### config.mk
export PLATFORM = sky130hd
export DESIGN_NAME = cmd_bus_arbiter
export DESIGN_NICKNAME = d
export VERILOG_FILES = /design/src/rtl/cmd_bus_arbiter_pkg.sv /design/src/rtl/cmd_bus_arbiter_rr.sv /design/src/rtl/cmd_bus_arbiter.sv
export SDC_FILE = /design/constraint.sdc
export NUM_CORES = 1
export LEC_CHECK = 0
export CELL_PAD_IN_SITES_DETAIL_PLACEMENT = 0
export CELL_PAD_IN_SITES_GLOBAL_PLACEMENT = 1
export CORE_ASPECT_RATIO = 0.7
export CORE_MARGIN = 5
export CORE_UTILIZATION = 29
export DETAILED_ROUTE_END_ITERATION = 10
export MAX_ROUTING_LAYER = met4
export PLACE_DENSITY = 0.79
export RECOVER_POWER = 100
export SLEW_MARGIN = 20
export SYNTH_ARGS = -nofsm -noshare
export SYNTH_HDL_FRONTEND = slang
export SYNTH_HIERARCHICAL = 1
export SYNTH_SLANG_ARGS = --single-unit
### constraint.sdc
create_clock -name clk_i -period 3.1 [get_ports clk_i]
set_input_delay 0.465 -clock clk_i [delete_from_list [all_inputs] [get_ports clk_i]]
set_output_delay 0.465 -clock clk_i [all_outputs]
set_load 0.1 [all_outputs]
### src/rtl/cmd_bus_arbiter_pkg.sv
// Shared definitions for the command-bus arbiter: default bus widths, FSM encoding
// and the turnaround counter load helper.
package cmd_bus_arbiter_pkg;

    localparam int CMD_AW = 19;
    localparam int CMD_DW = 32;
    localparam int CNT_W  = 4;

    typedef enum logic [1:0] {
        ST_IDLE   = 2'd0,
        ST_STROBE = 2'd1,
        ST_HOLD   = 2'd2,
        ST_DONE   = 2'd3
    } state_e;

    // Cycles spent in HOLD after the strobe: write turnaround or read latency.
    function automatic logic [CNT_W-1:0] turn_load(input logic is_wr,
                                                   input int   wr_gap,
                                                   input int   rd_lat);
        return is_wr ? CNT_W'(wr_gap) : CNT_W'(rd_lat);
    endfunction

endpackage

### src/rtl/cmd_bus_arbiter_rr.sv
// Combinational round-robin pick: first asserted request at or after the pointer,
// wrapping, returned as an index plus a valid flag.
module cmd_bus_arbiter_rr #(
    parameter int NREQ  = 3,
    parameter int IDX_W = $clog2(NREQ)
) (
    input  logic [NREQ-1:0]  req_i,
    input  logic [IDX_W-1:0] ptr_i,
    output logic [IDX_W-1:0] idx_o,
    output logic             valid_o
);

    logic [IDX_W:0]   sum;
    logic [IDX_W-1:0] cand;

    // NOTE: every variable gets a default before the loop so no path leaves one
    // unassigned; otherwise synthesis infers a latch.
    always_comb begin
        idx_o   = '0;
        valid_o = 1'b0;
        sum     = '0;
        cand    = '0;
        for (int j = 0; j < NREQ; j++) begin
            sum  = {1'b0, ptr_i} + (IDX_W+1)'(j);
            cand = (sum >= (IDX_W+1)'(NREQ)) ? IDX_W'(sum - (IDX_W+1)'(NREQ)) : IDX_W'(sum);
            if (!valid_o && req_i[cand]) begin
                valid_o = 1'b1;
                idx_o   = cand;
            end
        end
    end

endmodule

### src/rtl/cmd_bus_arbiter.sv
// Shares the command bus between NREQ masters: round-robin pick, one transaction in
// flight, write turnaround and read latency enforced by a small down-counter.
module cmd_bus_arbiter
    import cmd_bus_arbiter_pkg::*;
#(
    parameter int NREQ   = 3,
    parameter int AW     = CMD_AW,
    parameter int DW     = CMD_DW,
    parameter int WR_GAP = 1,
    parameter int RD_LAT = 2
) (
    input  logic             clk_i,
    input  logic             rst_ni,
    input  logic [NREQ-1:0]    req_i,
    input  logic [NREQ-1:0]    req_wr_i,
    input  logic [NREQ*AW-1:0] req_addr_i,
    input  logic [NREQ*DW-1:0] req_wdata_i,
    output logic [NREQ-1:0]    gnt_o,
    output logic [NREQ-1:0]    done_o,
    output logic [DW-1:0]      rdata_o,
    output logic [AW-1:0]      cmd_bus_addr_o,
    output logic [DW-1:0]      cmd_bus_data_o,
    output logic               cmd_bus_en_o,
    output logic               cmd_bus_rd_o,
    output logic               cmd_bus_wr_o,
    input  logic [DW-1:0]      cmd_bus_rdata_i
);

    localparam int IDX_W = $clog2(NREQ);

    state_e            state_q, state_d;
    logic [IDX_W-1:0]  ptr_q, ptr_d;
    logic [IDX_W-1:0]  win_q, win_d;
    logic              op_q, op_d;
    logic [AW-1:0]     addr_q, addr_d;
    logic [DW-1:0]     data_q, data_d;
    logic [CNT_W-1:0]  cnt_q, cnt_d;
    logic [DW-1:0]     rdata_q, rdata_d;

    logic [IDX_W-1:0]  arb_idx;
    logic              arb_valid;
    logic [AW-1:0]     addr_arr [NREQ];
    logic [DW-1:0]     data_arr [NREQ];
    logic [CNT_W-1:0]  load;

    for (genvar g = 0; g < NREQ; g++) begin : g_unpack
        assign addr_arr[g] = req_addr_i[g*AW +: AW];
        assign data_arr[g] = req_wdata_i[g*DW +: DW];
    end

    cmd_bus_arbiter_rr #(
        .NREQ  (NREQ),
        .IDX_W (IDX_W)
    ) u_rr (
        .req_i   (req_i),
        .ptr_i   (ptr_q),
        .idx_o   (arb_idx),
        .valid_o (arb_valid)
    );

    assign load = turn_load(op_q, WR_GAP, RD_LAT);

    always_comb begin
        state_d = state_q;
        ptr_d   = ptr_q;
        win_d   = win_q;
        op_d    = op_q;
        addr_d  = addr_q;
        data_d  = data_q;
        cnt_d   = cnt_q;
        rdata_d = rdata_q;
        unique case (state_q)
            ST_IDLE: begin
                if (arb_valid) begin
                    win_d   = arb_idx;
                    op_d    = req_wr_i[arb_idx];
                    addr_d  = addr_arr[arb_idx];
                    data_d  = data_arr[arb_idx];
                    state_d = ST_STROBE;
                end
            end
            ST_STROBE: begin
                cnt_d   = load;
                state_d = (load == '0) ? ST_DONE : ST_HOLD;
            end
            ST_HOLD: begin
                cnt_d = cnt_q - 1'b1;
                if (cnt_q == CNT_W'(1)) begin
                    state_d = ST_DONE;
                    // Last HOLD cycle is exactly RD_LAT after the strobe.
                    if (!op_q) begin
                        rdata_d = cmd_bus_rdata_i;
                    end
                end
            end
            ST_DONE: begin
                ptr_d   = (win_q == IDX_W'(NREQ-1)) ? '0 : win_q + 1'b1;
                state_d = ST_IDLE;
            end
            default: state_d = ST_IDLE;
        endcase
    end

    // NOTE: sequential state uses non-blocking assignments so every register
    // samples the pre-edge values regardless of statement order.
    always_ff @(posedge clk_i or negedge rst_ni) begin
        if (!rst_ni) begin
            state_q <= ST_IDLE;
            ptr_q   <= '0;
            win_q   <= '0;
            op_q    <= 1'b0;
            addr_q  <= '0;
            data_q  <= '0;
            cnt_q   <= '0;
            rdata_q <= '0;
        end else begin
            state_q <= state_d;
            ptr_q   <= ptr_d;
            win_q   <= win_d;
            op_q    <= op_d;
            addr_q  <= addr_d;
            data_q  <= data_d;
            cnt_q   <= cnt_d;
            rdata_q <= rdata_d;
        end
    end

    // Outputs decode registered state only; an async reset clears them at once.
    logic             busy;
    logic             strobe;
    logic [NREQ-1:0]  win_onehot;

    assign busy       = (state_q != ST_IDLE);
    assign strobe     = (state_q == ST_STROBE);
    assign win_onehot = NREQ'(1) << win_q;

    assign gnt_o          = busy ? win_onehot : '0;
    assign done_o         = (state_q == ST_DONE) ? win_onehot : '0;
    assign rdata_o        = rdata_q;
    assign cmd_bus_addr_o = busy ? addr_q : '0;
    assign cmd_bus_data_o = busy ? data_q : '0;
    assign cmd_bus_en_o   = strobe;
    assign cmd_bus_wr_o   = strobe & op_q;
    assign cmd_bus_rd_o   = strobe & ~op_q;

endmodule
==> results.toml, run 1 <==
[floorplanning]
io_pins = 285
die_w_um = 172.3
row_count = 41
initial_utilization_pct = 29.63
die_h_um = 123.6
coreArea_um2 = 18060
design.die.area_um2 = 21310

[clock_network]
post-cts-setup-buffers = 0
cts_sinks = 94
cts_tree = "yes"
path_clk_slew_ns = 0.07
cts.hold.buffers_added = 0
clk_path_buf_depth = 2
cts_resized = 0
cts_buffers = 9
root_buffer = "clkbuf_16"
h-tree-depth = 3
clkLatencyLatePin_ns = 0.35

[logic_synthesis]
synth.avg_cell_area_um2 = 9.745
yosys.cell_types.count = 37
ys_top_cells_by_area = "dfrtp_1, mux2i_1, mux2_2"
synth-edff-count = 0
synth_most_common_cell = "dfrtp_1"
synth_seq_area_share_pct = 43.97
ys_warn_count = 6
synth-async-reset-ratio_pct = 100.0
syn-cell-area_um2 = 5350
synth_seq_cells = 94
yosys.area.top_type = "dfrtp_1"
yosys-top-cells-count = "dfrtp_1, mux2i_1, nor2b_1"
synth.net_count = 751
synth_ff_type = "dfrtp_1"
synth_top_area_share_pct = 43.97
syn_inst = 549

[setup_path]
cp-startpoint = "state_q[0]$_DFFE_PN0P_"
cp-end-kind = "primary output"
cp_data_required_time_ns = 2.63
r2r_start = "ptr_q[0]$_DFFE_PN0P_"
reg2regPathDepth = 11
r2r_setup_slack_ns = 0.22
worstReg2RegEnd = "addr_q[0]$_DFFE_PN0P_"
arrival_ns = 2.44
crit_type = "flop to primary output"
start_kind = "flop"
cp_max_fo = 33

[sta]
min_period_ns = 2.908
slew_violations = 39
tightestPinTransition_ns = 2.382
tns_ns = 0
max_freq_mhz = 343.9
max_slew_margin_pct = -58.80
period_share_pct = 93.81
setup-violations-final = 0
final_hold_viol_count = 0
rsz0062_at_grt = "no"
skew_ns = 0.008317

[finish]
antenna_cells = 0
area_growth_pct = 56.17
fillCellCount = 1764
drive_gt1_share_pct = 21.07
fin_nets = 1018

[hold_path]
worstHoldStart = "data_q[30]$_DFFE_PN0P_"
hold_class = "flop to flop"
worstHoldEndpoint = "data_q[30]$_DFFE_PN0P_"
whs_path_depth = 1

[outcome]
violations = "max-capacitance violations, max-slew violations"
status = "complete, but fails checks"

[placed_design]
dp_hpwl_um = 13500
port_buffers = 284
gp_congestion = 0.8813

[grt]
track_usage_pct = 16.42
antenna_found_initial = 0
grt_max_degree = 57
first_global_vias = 5068
overflow = 0
grt_pass1_wl_um = 26700

[routing]
num_vias = 4828
drt-initial-drc-count = 171
wl_um = 17480
drtAntennaViolNets = 0
top_layer_used = "met4"
drtPass1Iterations = 5
via_per_inst = 4.568
route.detailed.drc = 0
wl_per_cell_um = 16.54
met1Wirelength_um = 7580
wl_met3_um = 1799
met2_wirelength_um = 7949

[flow_run]
maxCapViolations = 1
[area by class of cell]
type                    instances  area, um^2  area share (%)
clock buffers                   9       225.2           2.695
clock inverters                 7       67.56          0.8086
flip-flops and latches         94        2352           28.15
well taps                     236       295.3           3.534
inverters                      12       45.04          0.5391
multi-input cells             403        2776           33.23
repair buffers                296        2594           31.04
[routing by layer]
metal	vias up	global-route usage [%]
met5	-	-
met4	0	3.142
met3	12	6.155
met2	190	25.70
met1	2227	20.65
li1	2399	-
[cells by family after synthesis]
kind of cell	count (synthesis)	synth area share, %
AOI/OAI and AO/OA	69	8.326
adders and majority gates	9	2.105
buffers and inverters	52	4.724
DFF	94	43.97
muxes	93	18.24
and+or+nand+nor	232	22.64
[cell usage in the layout (no fill, tap or decap), drive strengths merged, types with 6 or more instances in the layout]
master	netlist	final
inv	12	14
mux2i	57	57
nor2b	55	55
clkbuf	19	94
nor2	53	53
dfrtp	94	94
a31oi	51	51
o21ai	6	6
mux2	36	36
clkdlybuf4s50	0	191
buf	21	20
ha	9	9
nand2	53	53
or2	51	51
[per-stage QoR]
step | setup WS, ns | area [um^2] | utilization, % | instances | hold WS, ns
floorplan | -0.6486 | 5368 | - | 549 | 0.1694
global placement | 0.2548 | 8292 | 45.92 | 1041 | 0.4736
detailed placement | 0.06380 | 8292 | 45.92 | 1041 | 0.4890
CTS | 0.2163 | 8584 | 47.54 | 1057 | 0.1162
global route | 0.03876 | 8356 | 46.27 | 1057 | 0.5173
finish | 0.1920 | 8356 | 46.27 | 1057 | 0.5080
[worst max-delay path by stage]
stage,endpoint,slack [ns],cells after the start
floorplan,gnt_o[1],-0.65,5
global placement,data_q[1]$_DFFE_PN0P_,0.25,10
detailed placement,addr_q[0]$_DFFE_PN0P_,0.06,10
CTS,data_q[28]$_DFFE_PN0P_,0.22,11
global route,cmd_bus_addr_o[1],0.04,5
finish,cmd_bus_addr_o[3],0.19,5
[worst max-delay path, cell delays in order, from the launching register on]
cell	delay [ns]
dfrtp_1	0.42
inv_1	0.09
ha_1	0.88
buf_12	0.29
nor2b_1	0.09
clkbuf_4	0.29
[sequential cells by signal (all words and copies together), names as in the netlist]
name	flops
rdata_o	32
op_q	1
ptr_q	2
state_q	2
data_q	32
cnt_q	4
addr_q	19
win_q	2
Power of run 1 is left out: the tool's default activity adds up to more than one toggle a clock period on the data nets, which glitch-free logic cannot reach.
==> inputs of run 2 (changes only) <==
Settings changed: CELL_PAD_IN_SITES_DETAIL_PLACEMENT 0 to 1, CTS_BUF_LIST set to sky130_fd_sc_hd__clkbuf_4, GPL_TIMING_DRIVEN set to 1.
==> results.toml, run 2 (synthesized netlist as in run 1, its figures left out) <==
[outcome]
status = "complete, no violations"

[grt]
grt_max_degree = 57
grt_pass1_wl_um = 29280
antenna_found_initial = 1
overflow = 0
first_global_vias = 5490
track_usage_pct = 18.13

[sta]
final_hold_viol_count = 0
skew_ns = 0.01430
max_freq_mhz = 353.6
rsz0062_at_grt = "no"
period_share_pct = 91.24
setup-violations-final = 0
tightestPinTransition_ns = 1.248
min_period_ns = 2.828
slew_violations = 0
max_slew_margin_pct = 16.83

[setup_path]
cp-startpoint = "ptr_q[0]$_DFFE_PN0P_"
cp-end-kind = "flop"
start_kind = "flop"
cp_data_required_time_ns = 3.47
arrival_ns = 3.20
reg2regPathDepth = 11
crit_type = "flop to flop"
worstReg2RegEnd = "addr_q[14]$_DFFE_PN0P_"
setup.worst_path.end = "addr_q[14]$_DFFE_PN0P_"
r2r_start = "ptr_q[0]$_DFFE_PN0P_"
r2r_setup_slack_ns = 0.27
cp_max_fo = 51

[floorplanning]
design.die.area_um2 = 21310
row_count = 41
coreArea_um2 = 18060
initial_utilization_pct = 29.63
die_w_um = 172.3
io_pins = 285
die_h_um = 123.6

[finish]
area_growth_pct = 51.94
multiInputGateArea_um2 = 2789
drive_gt1_share_pct = 22.05
final_common_cell = "clkdlybuf4s50_1"
finalCoreUtilization_pct = 45.02
fillCellCount = 2068
fin_nets = 1019
layout_common_cells = "clkdlybuf4s50_1, dfrtp_1, mux2i_1"
sequential_cell_area_um2 = 2352

[clock_network]
root_buffer = "clkbuf_4"
h-tree-depth = 3
post-cts-setup-buffers = 0
clkLatencyLatePin_ns = 0.46
path_clk_slew_ns = 0.15
cts_sinks = 94
cts_buffers = 9
clk_path_buf_depth = 2
cts_tree = "yes"

[placed_design]
gp_congestion = 0.8813
dp_hpwl_um = 14950
port_buffers = 284

[routing]
drtAntennaViolNets = 0
drtPass1Iterations = 4
num_vias = 4995
via_per_inst = 4.721
wl_per_cell_um = 18.02
drt-initial-drc-count = 159
wl_um = 19070
route.detailed.drc = 0

[hold_path]
hold_class = "flop to flop"

[flow_run]
maxCapViolations = 0
==> run 2: cell count changes in the layout (fill, tap and decap cells not counted), moves of 2 or more <==
cell and delta:
buf_4 -6, clkbuf_16 -9, clkbuf_2 +21, buf_2 +18, clkbuf_4 -17, clkinv_4 -2, clkbuf_1 -5
==> run 2: stage by stage <==
| step | setup WS, ns | hold WS [ns] | TNS [ns] | std cells | area (um^2) |
|---|---|---|---|---|---|
| finish | 0.2715 | 0.5164 | 0 | 1058 | 8129 |
| global route | 0.05056 | 0.4912 | 0 | 1058 | 8129 |
| CTS | 0.1910 | 0.4789 | 0 | 1057 | 8438 |
| detailed placement | 0.09955 | 0.4854 | 0 | 1041 | 8292 |
| global placement | 0.2548 | 0.4736 | 0 | 1041 | 8292 |
| floorplan | -0.6486 | 0.1694 | -1.793 | 549 | 5368 |
==> run 2: how the worst min path moves through the flow <==
stage / from / endpoint / slack, ns / cells after the start
after detailed placement: data_q[30]$_DFFE_PN0P_ / data_q[30]$_DFFE_PN0P_ / 0.49 / 1
after floorplan: rst_ni / addr_q[0]$_DFFE_PN0P_ / 0.17 / 0
final: data_q[30]$_DFFE_PN0P_ / data_q[30]$_DFFE_PN0P_ / 0.52 / 1
after global placement: data_q[30]$_DFFE_PN0P_ / data_q[30]$_DFFE_PN0P_ / 0.47 / 1
after global routing: req_addr_i[32] / addr_q[13]$_DFFE_PN0P_ / 0.49 / 3
after CTS: req_addr_i[34] / addr_q[15]$_DFFE_PN0P_ / 0.48 / 3
==> run 2: area by class of cell <==
class	count	area share (%)
Antenna cell	1	0.03078
Clock buffer	9	0.8312
Clock inverter	6	0.8465
Inverter	12	0.5541
Multi-Input combinational cell	403	34.31
Sequential cell	94	28.94
Tap cell	236	3.632
Timing Repair Buffer	297	30.86
==> run 2: what timing repair did <==
action | CTS | global route
hold endpoints to repair | 38 | 0
setup endpoints to repair | 0 | 2
resized for setup | 0 | 2
hold buffers | 1 | 0
==> run 2: layer usage <==
layer	vias up	global-route usage (%)	share of wire (%)
met4	0	3.829	1.0
met3	13	6.282	9.5
met1	2393	21.66	42
met5	-	-	0
li1	2402	-	-
met2	187	29.98	48
==> run 2: worst max-delay path, cell delays in order (launching register included) <==
cell	delay, ns
dfrtp_1	0.43
inv_1	0.06
ha_1	0.40
mux2i_1	0.16
o21ai_0	0.28
nor4b_2	0.36
a211oi_4	0.07
buf_12	0.17
nor2b_1	0.20
buf_12	0.27
nand2_1	0.09
a31oi_1	0.18
Power of run 2 is left out for the same reason.
